==> config.mk <==
export PLATFORM = sky130hd
export DESIGN_NAME = rr_arb_mux
export DESIGN_NICKNAME = d
export VERILOG_FILES = /design/src/rtl/rr_arb_mux_pkg.sv /design/src/rtl/rr_arbiter.sv /design/src/rtl/rr_arb_mux.sv
export SDC_FILE = /design/constraint.sdc
export NUM_CORES = 1
export LEC_CHECK = 0
export BUFFER_PORTS_ARGS = -buffer_cell sky130_fd_sc_hd__buf_4
export CAP_MARGIN = 20
export CORE_UTILIZATION = 48
export DETAILED_ROUTE_END_ITERATION = 7
export PLACE_DENSITY = 0.82
export SLEW_MARGIN = 30
export SYNTH_ARGS = -nofsm -noshare
export SYNTH_HDL_FRONTEND = slang
export SYNTH_SLANG_ARGS = --single-unit
==> constraint.sdc <==
create_clock -name clk -period 7.5 [get_ports clk]
set_clock_uncertainty 0.2 [all_clocks]
set_input_delay 1.5 -clock clk [delete_from_list [all_inputs] [get_ports clk]]
set_output_delay 1.5 -clock clk [all_outputs]
set_load 0.02 [all_outputs]
==> src/rtl/rr_arb_mux_pkg.sv <==
// Shared constants and helpers for the round-robin arbitrating mux.
package rr_arb_mux_pkg;

    localparam int MAX_N = 16;

    // Ceiling log2 for elaboration-time width calculations.
    function automatic int clog2(input int value);
        int result;
        result = 0;
        for (int v = value - 1; v > 0; v = v >> 1) begin
            result++;
        end
        return result;
    endfunction

    // Select width never collapses below one bit, so N=1 still has an index port.
    function automatic int sel_width(input int n);
        return (clog2(n) < 1) ? 1 : clog2(n);
    endfunction

    // Lowest bit of channel idx inside a flattened N*W data bus.
    function automatic int chan_lo(input int idx, input int width);
        return idx * width;
    endfunction

endpackage

==> src/rtl/rr_arbiter.sv <==
// Combinational round-robin arbiter: searches from ptr upward with wrap
// using a double-width request vector and a borrow-based mask.
module rr_arbiter
    import rr_arb_mux_pkg::*;
#(
    parameter int N = 4,
    localparam int SEL_W = sel_width(N)
) (
    input  logic [N-1:0]     req,
    input  logic [SEL_W-1:0] ptr,
    output logic [N-1:0]     grant,
    output logic [SEL_W-1:0] idx,
    output logic             any
);

    logic [2*N-1:0] dbl;
    logic [2*N-1:0] base;
    logic [2*N-1:0] dbl_grant;

    // Subtracting a one at ptr borrows from the first request at or above ptr;
    // the upper copy of the request vector supplies the wrap-around case.
    always_comb begin
        dbl       = {req, req};
        base      = '0;
        base[ptr] = 1'b1;
        dbl_grant = dbl & ~(dbl - base);
        grant     = dbl_grant[N-1:0] | dbl_grant[2*N-1:N];
        idx       = '0;
        for (int i = 0; i < N; i++) begin
            if (grant[i]) begin
                idx = SEL_W'(i);
            end
        end
        any = |req;
    end

endmodule

==> src/rtl/rr_arb_mux.sv <==
// Round-robin arbitrating N-to-1 mux with a single registered output stage
// and valid/ready handshakes on both sides.
// Optional burst locking is enabled by defining RR_ARB_MUX_LOCK_EN, which adds
// the in_last port and holds the grant on one channel until its last word.
module rr_arb_mux
    import rr_arb_mux_pkg::*;
#(
    parameter int N = 4,
    parameter int W = 8,
    localparam int SEL_W = sel_width(N)
) (
    input  logic             clk,
    input  logic             rst,
    input  logic [N*W-1:0]   in_data,
    input  logic [N-1:0]     in_valid,
`ifdef RR_ARB_MUX_LOCK_EN
    input  logic [N-1:0]     in_last,
`endif
    output logic [N-1:0]     in_ready,
    output logic [W-1:0]     out_data,
    output logic             out_valid,
    input  logic             out_ready,
    output logic [SEL_W-1:0] out_sel
);

    logic [SEL_W-1:0] ptr;
    logic [SEL_W-1:0] ptr_next;
    logic [SEL_W-1:0] grant_idx;
    logic [N-1:0]     req;
    logic [N-1:0]     grant;
    logic             any_req;
    logic             load_en;
    logic             xfer;
    logic             xfer_last;
    logic [W-1:0]     grant_word;

`ifdef RR_ARB_MUX_LOCK_EN
    logic             locked;
    logic [N-1:0]     lock_mask;

    // While a burst is open only the channel that started it may compete.
    always_comb begin
        lock_mask = '1;
        if (locked) begin
            lock_mask          = '0;
            lock_mask[out_sel] = 1'b1;
        end
        req       = in_valid & lock_mask;
        xfer_last = |(in_last & grant);
    end

    // Burst lock opens on a non-last transfer and closes on the last one.
    always_ff @(posedge clk) begin
        if (rst) begin
            locked <= 1'b0;
        end else if (xfer) begin
            locked <= !xfer_last;
        end
    end
`else
    assign req       = in_valid;
    assign xfer_last = 1'b1;
`endif

    rr_arbiter #(
        .N (N)
    ) u_arbiter (
        .req   (req),
        .ptr   (ptr),
        .grant (grant),
        .idx   (grant_idx),
        .any   (any_req)
    );

    // Handshake decode, granted-word select and next priority pointer.
    always_comb begin
        load_en    = !out_valid || out_ready;
        xfer       = !rst && load_en && any_req;
        in_ready   = xfer ? grant : '0;
        grant_word = '0;
        for (int i = 0; i < N; i++) begin
            if (grant[i]) begin
                grant_word = in_data[chan_lo(i, W) +: W];
            end
        end
        ptr_next = (grant_idx == SEL_W'(N - 1)) ? '0 : grant_idx + 1'b1;
    end

    // Output stage: load on transfer, drop valid on a bare drain, hold on stall.
    always_ff @(posedge clk) begin
        if (rst) begin
            out_valid <= 1'b0;
            out_data  <= '0;
            out_sel   <= '0;
        end else if (xfer) begin
            out_valid <= 1'b1;
            out_data  <= grant_word;
            out_sel   <= grant_idx;
        end else if (out_valid && out_ready) begin
            out_valid <= 1'b0;
        end
    end

    // Priority pointer moves past the served channel only at an arbitration point.
    always_ff @(posedge clk) begin
        if (rst) begin
            ptr <= '0;
        end else if (xfer && xfer_last) begin
            ptr <= ptr_next;
        end
    end

endmodule

# After elaboration in Yosys (flattened, before gate mapping)
# Index checks and enable logic that the tools add are counted.
[totals]
ff_bits = 13
output_inout_bits = 15
in_bits = 39
elab_cells = 34
[op_classes]
order_cmp = 2
n_addsub = 2
n_bitwise = 3
eq_ne = 1
mux = 13
reduce_logical = 9
[op_table]
columns = ["op", "count"]
rows = [
  ["2-to-1 mux 8 bit", 4],
  ["AND 8 bit", 1],
  ["inverter 8 bit", 1],
  ["subtractor 8 x 4 -> 8 bit", 1],
  ["2-to-1 mux 2 bit", 3],
  ["logical AND 1 bit", 4],
  ["< comparator 2 x 4 -> 1 bit, second input constant", 1],
  ["2-to-1 mux 1 bit", 4],
  ["2-to-1 mux 4 bit", 1],
  ["OR 4 bit", 1],
  ["OR reduction 4 bit", 1],
  ["adder 2 x 1 -> 2 bit, second input constant", 1],
  ["demux 1 bit (select 2 bit)", 1],
  ["equality test 2 bit, second input constant", 1],
  ["greater-or-equal comparator 2 x 1 -> 1 bit, second input constant", 1],
  ["zero test 1 bit", 2],
  ["nonzero test 2 bit", 1],
  ["logical OR 1 bit", 1],
]

# Depth between registers and ports, before layout
# Gate-level depths: netlist of run 1.
[depth]
depth_word = 13
mapped_depth = 9
depth_no_buf = 9

# Cells and area by module
# From an unflattened synthesis of run 1, not the netlist that was laid out.
[unflattened]
cells_unflattened = 138
hier_area_um2 = 1059.8
[modules_own_cells]
columns = ["mod", "seq_area_each_um2", "cells_per_inst", "n_inst", "area_per_inst_um2"]
rows = [
  ["rr_arb_mux", 260.2, 102, 1, 804.5],
  ["rr_arbiter", 0.0, 36, 1, 255.2],
]

# Worst setup path before layout of run 1
# No wires, ideal clock.
[synth_path]
kind = "in2out"
start = "input in_valid[0]"
end = "output in_ready[1]"
required_time_ns = 5.800
n_path_buf = 2
slack_ns = 2.797
t_arrival_ns = 3.003
stages = 7
cell_sequence = "clkbuf_1 -> nor3_1 -> fa_1 -> o21ai_0 -> a31oi_1 -> buf_2 -> and2_1"
[synth_via]
elab_chain_len = 5
elab_cells_between_ends = 7
classes_between = "1 x add/sub; 1 x mux; 3 x bitwise; 2 x reduce/logical"
[synth_rtl]
columns = ["item", "line", "rtl"]
rows = [
  ["start: declaration", "rr_arb_mux.sv:15", "input logic [N-1:0] in_valid,"],
  ["subtractor 8 x 4 -> 8 bit", "rr_arbiter.sv:26", "dbl_grant = dbl & ~(dbl - base);"],
  ["inverter 8 bit", "rr_arbiter.sv:26", ""],
  ["AND 8 bit", "rr_arbiter.sv:26", ""],
  ["OR 4 bit", "rr_arbiter.sv:27", "grant = dbl_grant[N-1:0] | dbl_grant[2*N-1:N];"],
  ["2-to-1 mux 4 bit *", "rr_arb_mux.sv:79", "in_ready = xfer ? grant : '0;"],
  ["end: declaration", "rr_arb_mux.sv:19", "output logic [N-1:0] in_ready,"],
]
# Every way passes the cells marked *; elsewhere a longest branch is shown, timed or not.

# Worst setup path in the final report of run 1
[layout_path]
start = "input in_valid[2]"
end = "output in_ready[3]"
# Same word-level chain as after synthesis.

==> results of run 1 <==
## per-layer routing
metal  up-vias  wire length (um)  GRT usage, %
met5         -                 0             0
met4         0                26         7.353
met3         3               201         4.403
met2        51              1410         46.06
met1       531              1186         32.23
li1        572                 -             -
## cells in the final DEF, fill, tap and decap left out, types with 5 or more instances in the layout
master / Yosys / layout
and3b_1: 8 / 8
dfxtp_1: 13 / 13
inv_1: 5 / 5
nor2_1: 12 / 12
buf_4: 0 / 55
mux2_2: 8 / 8
a221o_1: 5 / 5
o21ai_0: 9 / 9
nand2_1: 13 / 13
mux2i_1: 8 / 8
## report_power, final
part | leakage, uW | switching [uW] | total (uW) | internal, uW
sequential | 0.000108 | 8.98 | 89.5 | 80.6
combinational | 0.000593 | 69.9 | 138 | 68.5
clock | 0.0000150 | 25.4 | 46.1 | 20.7
## worst min path at each step
stage | endpoint | slack, ns | cells past startpoint
floorplan | ptr[0]$_SDFFE_PP0P_ | 0.35 | 1
global placement | out_data[0]$_SDFFE_PP0P_ | 0.28 | 1
detailed placement | out_data[2]$_SDFFE_PP0P_ | 0.28 | 1
CTS | out_data[2]$_SDFFE_PP0P_ | 0.31 | 1
global route | out_data[6]$_SDFFE_PP0P_ | 0.32 | 1
finish | out_data[2]$_SDFFE_PP0P_ | 0.31 | 1
## critical path, delay by kind of cell
| family | cells | cell delay (ns) |
|---|---|---|
| AO/OA/AOI/OAI | 2 | 0.71 |
| adder cells (fa/ha/maj) | 1 | 0.35 |
| buffers and inverters | 2 | 0.27 |
| AND/OR/NAND/NOR | 2 | 0.54 |
## registers in the layout, summed over array words and instances, names as in the netlist
signal,flops
out_valid,1
out_sel,2
ptr,2
out_data,8
## synthesized netlist by cell type, drive strengths merged (3+ instances only)
master  instances  area share [%]
ha              3             3.6
a21oi           3             1.8
nor3            3             1.4
inv             5             1.8
a221o           5             4.8
nand2b          4             2.4
nand2          13             4.7
nor2           13             4.9
and3b           8             6.7
dfxtp          13              25
mux2            8             8.6
nor4            4             3.0
o21ai           9             4.3
a211oi          5             4.1
mux2i           8             7.7
## metrics by stage
stage | power (uW) | std cells | instance area (um2) | utilization [%]
after global placement | 223.4 | 203 | 1466 | 73.25
after detailed placement | 227.3 | 203 | 1466 | 73.25
after CTS | 273.1 | 207 | 1493 | 74.56
after floorplan | 176.6 | 125 | 1044 | -
after global routing | 292.6 | 207 | 1500 | 74.94
final | 274.0 | 207 | 1500 | 74.94
## layout make-up
type / count / area [um2] / share of cell area, %
multi-input combinational: 103 / 748.2 / 49.87
timing repair buffer: 55 / 412.9 / 27.52
sequential: 13 / 260.3 / 17.35
tap: 27 / 33.78 / 2.252
clock buffer: 4 / 26.28 / 1.751
inverter: 5 / 18.77 / 1.251
## kinds of logic after synthesis
logic type               after synthesis  synth area share (%)
multiplexers                          16                 16.31
buffers and inverters                  9                 4.077
AO/OA/AOI/OAI                         29                 19.91
flip-flops                            13                 24.94
AND/OR/NAND/NOR                       53                 28.42
XOR/XNOR                               1                0.8395
adder cells (fa/ha/maj)                4                 5.516
==> run summary, run 1 <==
The synthesized netlist occupies a cell area of 0.001044 mm2. The final wirelength is 2.824 mm. The cell count after synthesis is 125. In the routed layout, each cell is associated on average with a via count of 5.589.

In this design, the critical path's most frequently occurring cell is buf_4. The synthesized netlist net count is 168. The relative max-transition margin is 57.22%.

The die is 48.63 um wide. The overall die area came out at 0.002364 mm2. The H-tree depth reported by CTS is 1. The total number of vias came out at 1157. In the routed design, unresolved DRC markers number 0.

The buffer count from post-CTS setup fixing came out at 0. The final worst setup slack came out at 2.427 ns. The initialized floorplan defines 16 standard-cell rows.

For this run, the leading register cell type out of synthesis is dfxtp_1. Buffers inserted during clock tree synthesis total 3. The number of hold buffers added after CTS came out at 0.

The via count of the first global-routing pass is 1125. The first-pass GRT wire length came out at 4.850 mm. The max-cap check violation count came out at 0.

The logic depth of the worst register-to-register path came out at 7. The data required time at the worst endpoint came out at 5.80 ns. The largest individual stage delay along the critical path comes from the cell a211oi_4. The maximum fanout count along the critical path is 11. The die is 48.63 um tall. The number of cells upsized or downsized after cts is 0.

The origin of the critical flop-to-flop path is ptr[1]$_SDFFE_PP0P_. The delay contributed by the slowest stage of the critical path came out at 0.58 ns. Hold timing on the final database bottoms out at a slack of 0.3054 ns. 0 antenna diodes ended up in the layout. Setup violations remaining at the end of the flow were counted as 0.

The initial antenna violation count was 0. Dividing the synthesized area by the synthesized cell count gives 8.348 um2. The number of endpoints with negative hold slack in the final report is 0.

The detail-routed net length per standard cell is 13.64 um. The critical path capture point is in_ready[3]. The clock sink total is 13. Setup repair after global routing left no endpoint under its margin. The clock input transition at the sequential cells of the worst setup and hold paths is 0.08 ns. The number of fillers in the final layout is 165. The worst setup path is launched from an input port. The half-perimeter wire length after placement is 2.203 mm. The global-route usage over all layers came out at 26.08%.

The setup slack on the worst flop-to-flop path is 4.54 ns. The initial core utilization came out at 52.13%. The pin count of the biggest net entering global routing came out at 16. The signal on the critical path passes through buf_4 -> ha_1 -> o21ai_0 -> or2_1 -> a211oi_4 -> and2_2 -> buf_4. The first-pass detailed-route iteration total came out at 4. The tree is rooted in a clkbuf_4. The final weighted congestion of routability-driven global placement came out at 0.8561. The achievable clock frequency came out at 197.1 MHz. Timing analysis after detailed placement gives a worst setup slack of 2.207 ns.

The run finished with clean final reports. The fraction of registers with async set or reset after synthesis is 0%. After global routing the overflow that remains totals 0. In this run, distinct cell masters in the synthesized netlist total 37. STA classifies the critical path endpoint as a primary output.

For the finished layout, the period the worst path requires is 5.073 ns. 54 I/O pins were placed. The clock reaches the later pin of the worst-skew pair after 0.28 ns. After synthesis, flip-flops and latches occupy 24.94% of the total area. The data arrival at the endpoint of the critical path came out at 3.37 ns.

The worst register-to-register path ends at out_data[0]$_SDFFE_PP0P_. In the final layout, the share of cells above drive strength 1 is 39.44%. The most critical setup path has its startpoint at in_valid[2].

The clock passes through at most 2 buffers. The largest voltage drop on the vdd net came out at 0.1539 mV. The static leakage came out at 0.0007157 uW. After the last flow step, the layout net total stands at 224. The origin of the worst min-delay path is out_data[2]$_SDFFE_PP0P_.

The number of pins exceeding their max-slew limit in the final report came to 0. The number of violations reported at the end of detailed-routing iteration 0 came out at 13. Of the available clock period, the critical path in the final layout requires 67.65%. For the pin with the worst max-slew slack, the measured transition is 0.6396 ns. The core area is 0.002002 mm2.

Counting flops and latches in the post-synthesis netlist gives 13. The count of buffers inserted at the top-level ports is 53. Relative to the synthesized area, the layout overhead comes to 43.77%. The worst hold path belongs to the class reg -> reg. The power density over the cells is 182.6 mW/mm2. Adding up every negative setup slack in the final design gives 0 ns. TritonCTS built the clock tree. In this run the remaining antenna-violating nets after routing total 0. The worst setup path is of the in -> out kind. The number of enable flip-flop cells after synthesis is 0. The count of yosys warnings during synthesis came out at 0.
No activity file was read; power rests on OpenSTA's default activity.
==> run 2, diff against run 1 <==
--- a/config.mk
+++ b/config.mk
@@ -7,9 +7,9 @@
 export LEC_CHECK = 0
 export BUFFER_PORTS_ARGS = -buffer_cell sky130_fd_sc_hd__buf_4
 export CAP_MARGIN = 20
-export CORE_UTILIZATION = 48
+export CORE_UTILIZATION = 40
 export DETAILED_ROUTE_END_ITERATION = 7
-export PLACE_DENSITY = 0.82
+export PLACE_DENSITY = 0.73
 export SLEW_MARGIN = 30
 export SYNTH_ARGS = -nofsm -noshare
 export SYNTH_HDL_FRONTEND = slang
==> constraint.sdc (replaced) <==
create_clock -name clk -period 4.2 [get_ports clk]
set_clock_uncertainty 0.2 [all_clocks]
set_input_delay 0.84 -clock clk [delete_from_list [all_inputs] [get_ports clk]]
set_output_delay 0.84 -clock clk [all_outputs]
set_load 0.02 [all_outputs]
==> run 2 against run 1 <==
Largest power group unchanged. Final cell count rose by 1.9%. Highest routed layer unchanged. First-iteration DRC count increased by 38%. Power rose by 77%. Wire length rose by 5.3%. Combinational power up 78%. Via count grew 0.52%. Clock-buffer cell count did not move. Register-to-register slack worse by 3.1 ns. Critical endpoint is now in_ready[2]. Non-clock buffer count is 1 higher.
==> run summary, run 2 (synthesis results as in run 1) <==
The flow ran to the end, and the final reports show no timing, DRC or antenna violations. In the final timing run, aggregate negative setup slack is 0 ns. The first-pass GRT wire length is 4.878 mm. Relative to the synthesized area, the layout overhead comes to 44.12%. The flip-flop and latch area is 260.3 um2.

During placement, the flow inserted port buffers numbering 53. The initial core utilization is 42.12%. The hold-critical path depth came out at 1.

The worst setup path is launched from an input port. The per-cell via count in the routed design is 5.512. For this block, the via count after detailed routing is 1163.

The number of pins exceeding their max-slew limit in the final report came to 0. The maximum fanout count along the critical path came out at 6. The max-cap check violation count is 0. Summing internal, switching and leakage power gives 485.1 uW.

STA classifies the critical path endpoint as a primary output. The die is 53.08 um tall. The origin of the worst min-delay path is out_data[7]$_SDFFE_PP0P_. The DRC violation count after routing came out at 0. The origin of the critical flop-to-flop path is ptr[1]$_SDFFE_PP0P_. The insertion delay to the later sink of the worst-skew pair is 0.28 ns. The critical path is of the in -> out type. The static leakage came out at 0.0007203 uW.

The pin count of the biggest net entering global routing came out at 16. In this design, the stage delay of the slowest critical-path cell is 0.52 ns. Power spread over the standard cell area amounts to 322.5 mW/mm2.

The via count of the first global-routing pass came out at 1142. The flip-flop count of the largest register, all copies and words added is 8. The die is 53.08 um wide.

The total inserted antenna cells is 0. The achievable clock frequency is 282.0 MHz. After detailed placement, the total cell area comes to 0.001478 mm2. The detailed router finished its first iteration with 18 violations. The clock input transition at the sequential cells of the worst setup and hold paths came out at 0.08 ns.

In this run, CTS created clock tree buffers numbering 3. In this run the worst hold path is classified as reg -> reg. The overall die area is 0.002817 mm2. The cell area after layout came out at 0.001504 mm2. The global-route usage over all layers is 23.54%.

The H-tree depth reported by CTS is 1. Once detail routing completed, the nets flagged for antenna violations numbered 0. The cell sitting at the root of the clock tree is a clkbuf_4. For the worst flop-to-flop path, the logic depth is 8. The final number of setup-violating endpoints is 0.

The slowest stage of the critical path is the a2111oi_0 cell. For this run, the post-layout net count is 225. Leaving out fill and tap cells, the most frequent cell in the layout is buf_4.

The data arrival at the endpoint of the critical path is 2.51 ns. Traced cell by cell, the critical path runs through buf_4 -> ha_1 -> a2111oi_0 -> o2111ai_1 -> inv_1 -> buf_4. The area of combinational cells with multiple inputs came out at 740.7 um2. The number of placed cells counting well taps came out at 207.

The first-pass detailed-route iteration total is 4. out_data holds more flip-flops than any other register. The congestion estimate from routability-driven global placement came to 0.9013.

The number of rows in the core area is 18. The minimum period implied by the final worst setup slack came out at 3.546 ns. For hold timing, the worst endpoint is out_data[7]$_SDFFE_PP0P_.

The clock tree from TritonCTS is done. In the final layout, the registers with the most flip-flops are out_data x8, out_sel x2, ptr x2. At the pin with the least slew margin, the transition time is 0.6649 ns. The initial antenna violation count is 0. In the layout the commonest cells are buf_4 (56), nand2_1 (13), dfxtp_1 (13). The cell that appears most often on the critical path is buf_4. The detail-routed net length per standard cell is 14.09 um. The buffer count from post-CTS setup fixing is 0.

The final worst-path cycle share came out at 84.43%. Measured against its own limit, the worst slew margin works out to 55.27%. Setup repair after global routing left no endpoint under its margin.

Of the cells placed in the final design, the portion with a size suffix greater than 1 is 39.78%. The count of pins on the block boundary came out at 54. The core area is 0.002477 mm2. The data required time at the worst endpoint is 3.16 ns. The clock drives 13 sinks.

After legalization and detailed placement, the total HPWL measured 2.330 mm. The number of endpoints with negative hold slack in the final report is 0. The number of gates resized after CTS was 0. In this run the critical register-to-register path is captured at out_data[0]$_SDFFE_PP0P_. The largest voltage drop on the vdd net is 0.1942 mV. The utilization after layout is 60.71%. The number of hold buffers added after CTS came out at 0. Summed over all layers, the global routing overflow is 0. The filler cells instantiated in the layout total 250. The longest clock path from root to sink contains 2 buffers. The final wirelength is 2.974 mm. The number of standard cells in the final layout excluding fillers is 211.

The setup slack on the worst flop-to-flop path came out at 1.44 ns.
## run 2: cell types whose count changed in the layout (fill, tap and decap cells not counted), sizes merged
cell	previous run	this run
buf	55	56
## run 2: cell type report
| class | count | area share [%] |
|---|---|---|
| repair buffers | 56 | 27.95 |
| flip-flops and latches | 13 | 17.30 |
| well taps | 30 | 2.496 |
| multi-input cells | 103 | 49.25 |
| inverters | 5 | 1.248 |
| clock buffers | 4 | 1.747 |
## run 2: through the flow
stage / worst slack, ns / hold slack [ns]
4_1_cts: 0.6673 / 0.3024
3_3_place_gp: 0.7442 / 0.2746
3_5_place_dp: 0.6722 / 0.2765
2_1_floorplan: 0.8173 / 0.3461
5_1_grt: 0.5177 / 0.3265
6_report: 0.6539 / 0.3053
## run 2: worst max-delay path by stage
stage	start	to	slack (ns)
6_report	in_valid[3]	in_ready[2]	0.65
5_1_grt	in_valid[3]	in_ready[2]	0.52
4_1_cts	in_valid[3]	in_ready[2]	0.67
3_5_place_dp	in_valid[3]	in_ready[2]	0.67
3_3_place_gp	in_valid[0]	in_ready[2]	0.74
2_1_floorplan	in_valid[0]	in_ready[1]	0.82
## run 2: worst max-delay path: cells and delay by family
| family | cells | cell delay (ns) |
|---|---|---|
| fa+ha+maj | 1 | 0.36 |
| compound gates | 2 | 0.79 |
| buf+inv | 3 | 0.52 |
## run 2: metal layers
| layer | part of all wire, % | wire length (um) | up-vias | global-route usage [%] |
|---|---|---|---|---|
| met5 | 0 | 0 | - | 0 |
| met4 | 0.34 | 10 | 0 | 9.649 |
| met3 | 5.3 | 157 | 2 | 4.023 |
| met2 | 49 | 1458 | 41 | 38.19 |
| met1 | 45 | 1347 | 541 | 30.41 |
| li1 | - | - | 579 | - |
## run 2: where the power goes
| part | internal [uW] | switching [uW] |
|---|---|---|
| Combinational | 122 | 123 |
| Clock | 36.8 | 41.8 |
| Sequential | 144 | 16.7 |
| Total | 303 | 182 |
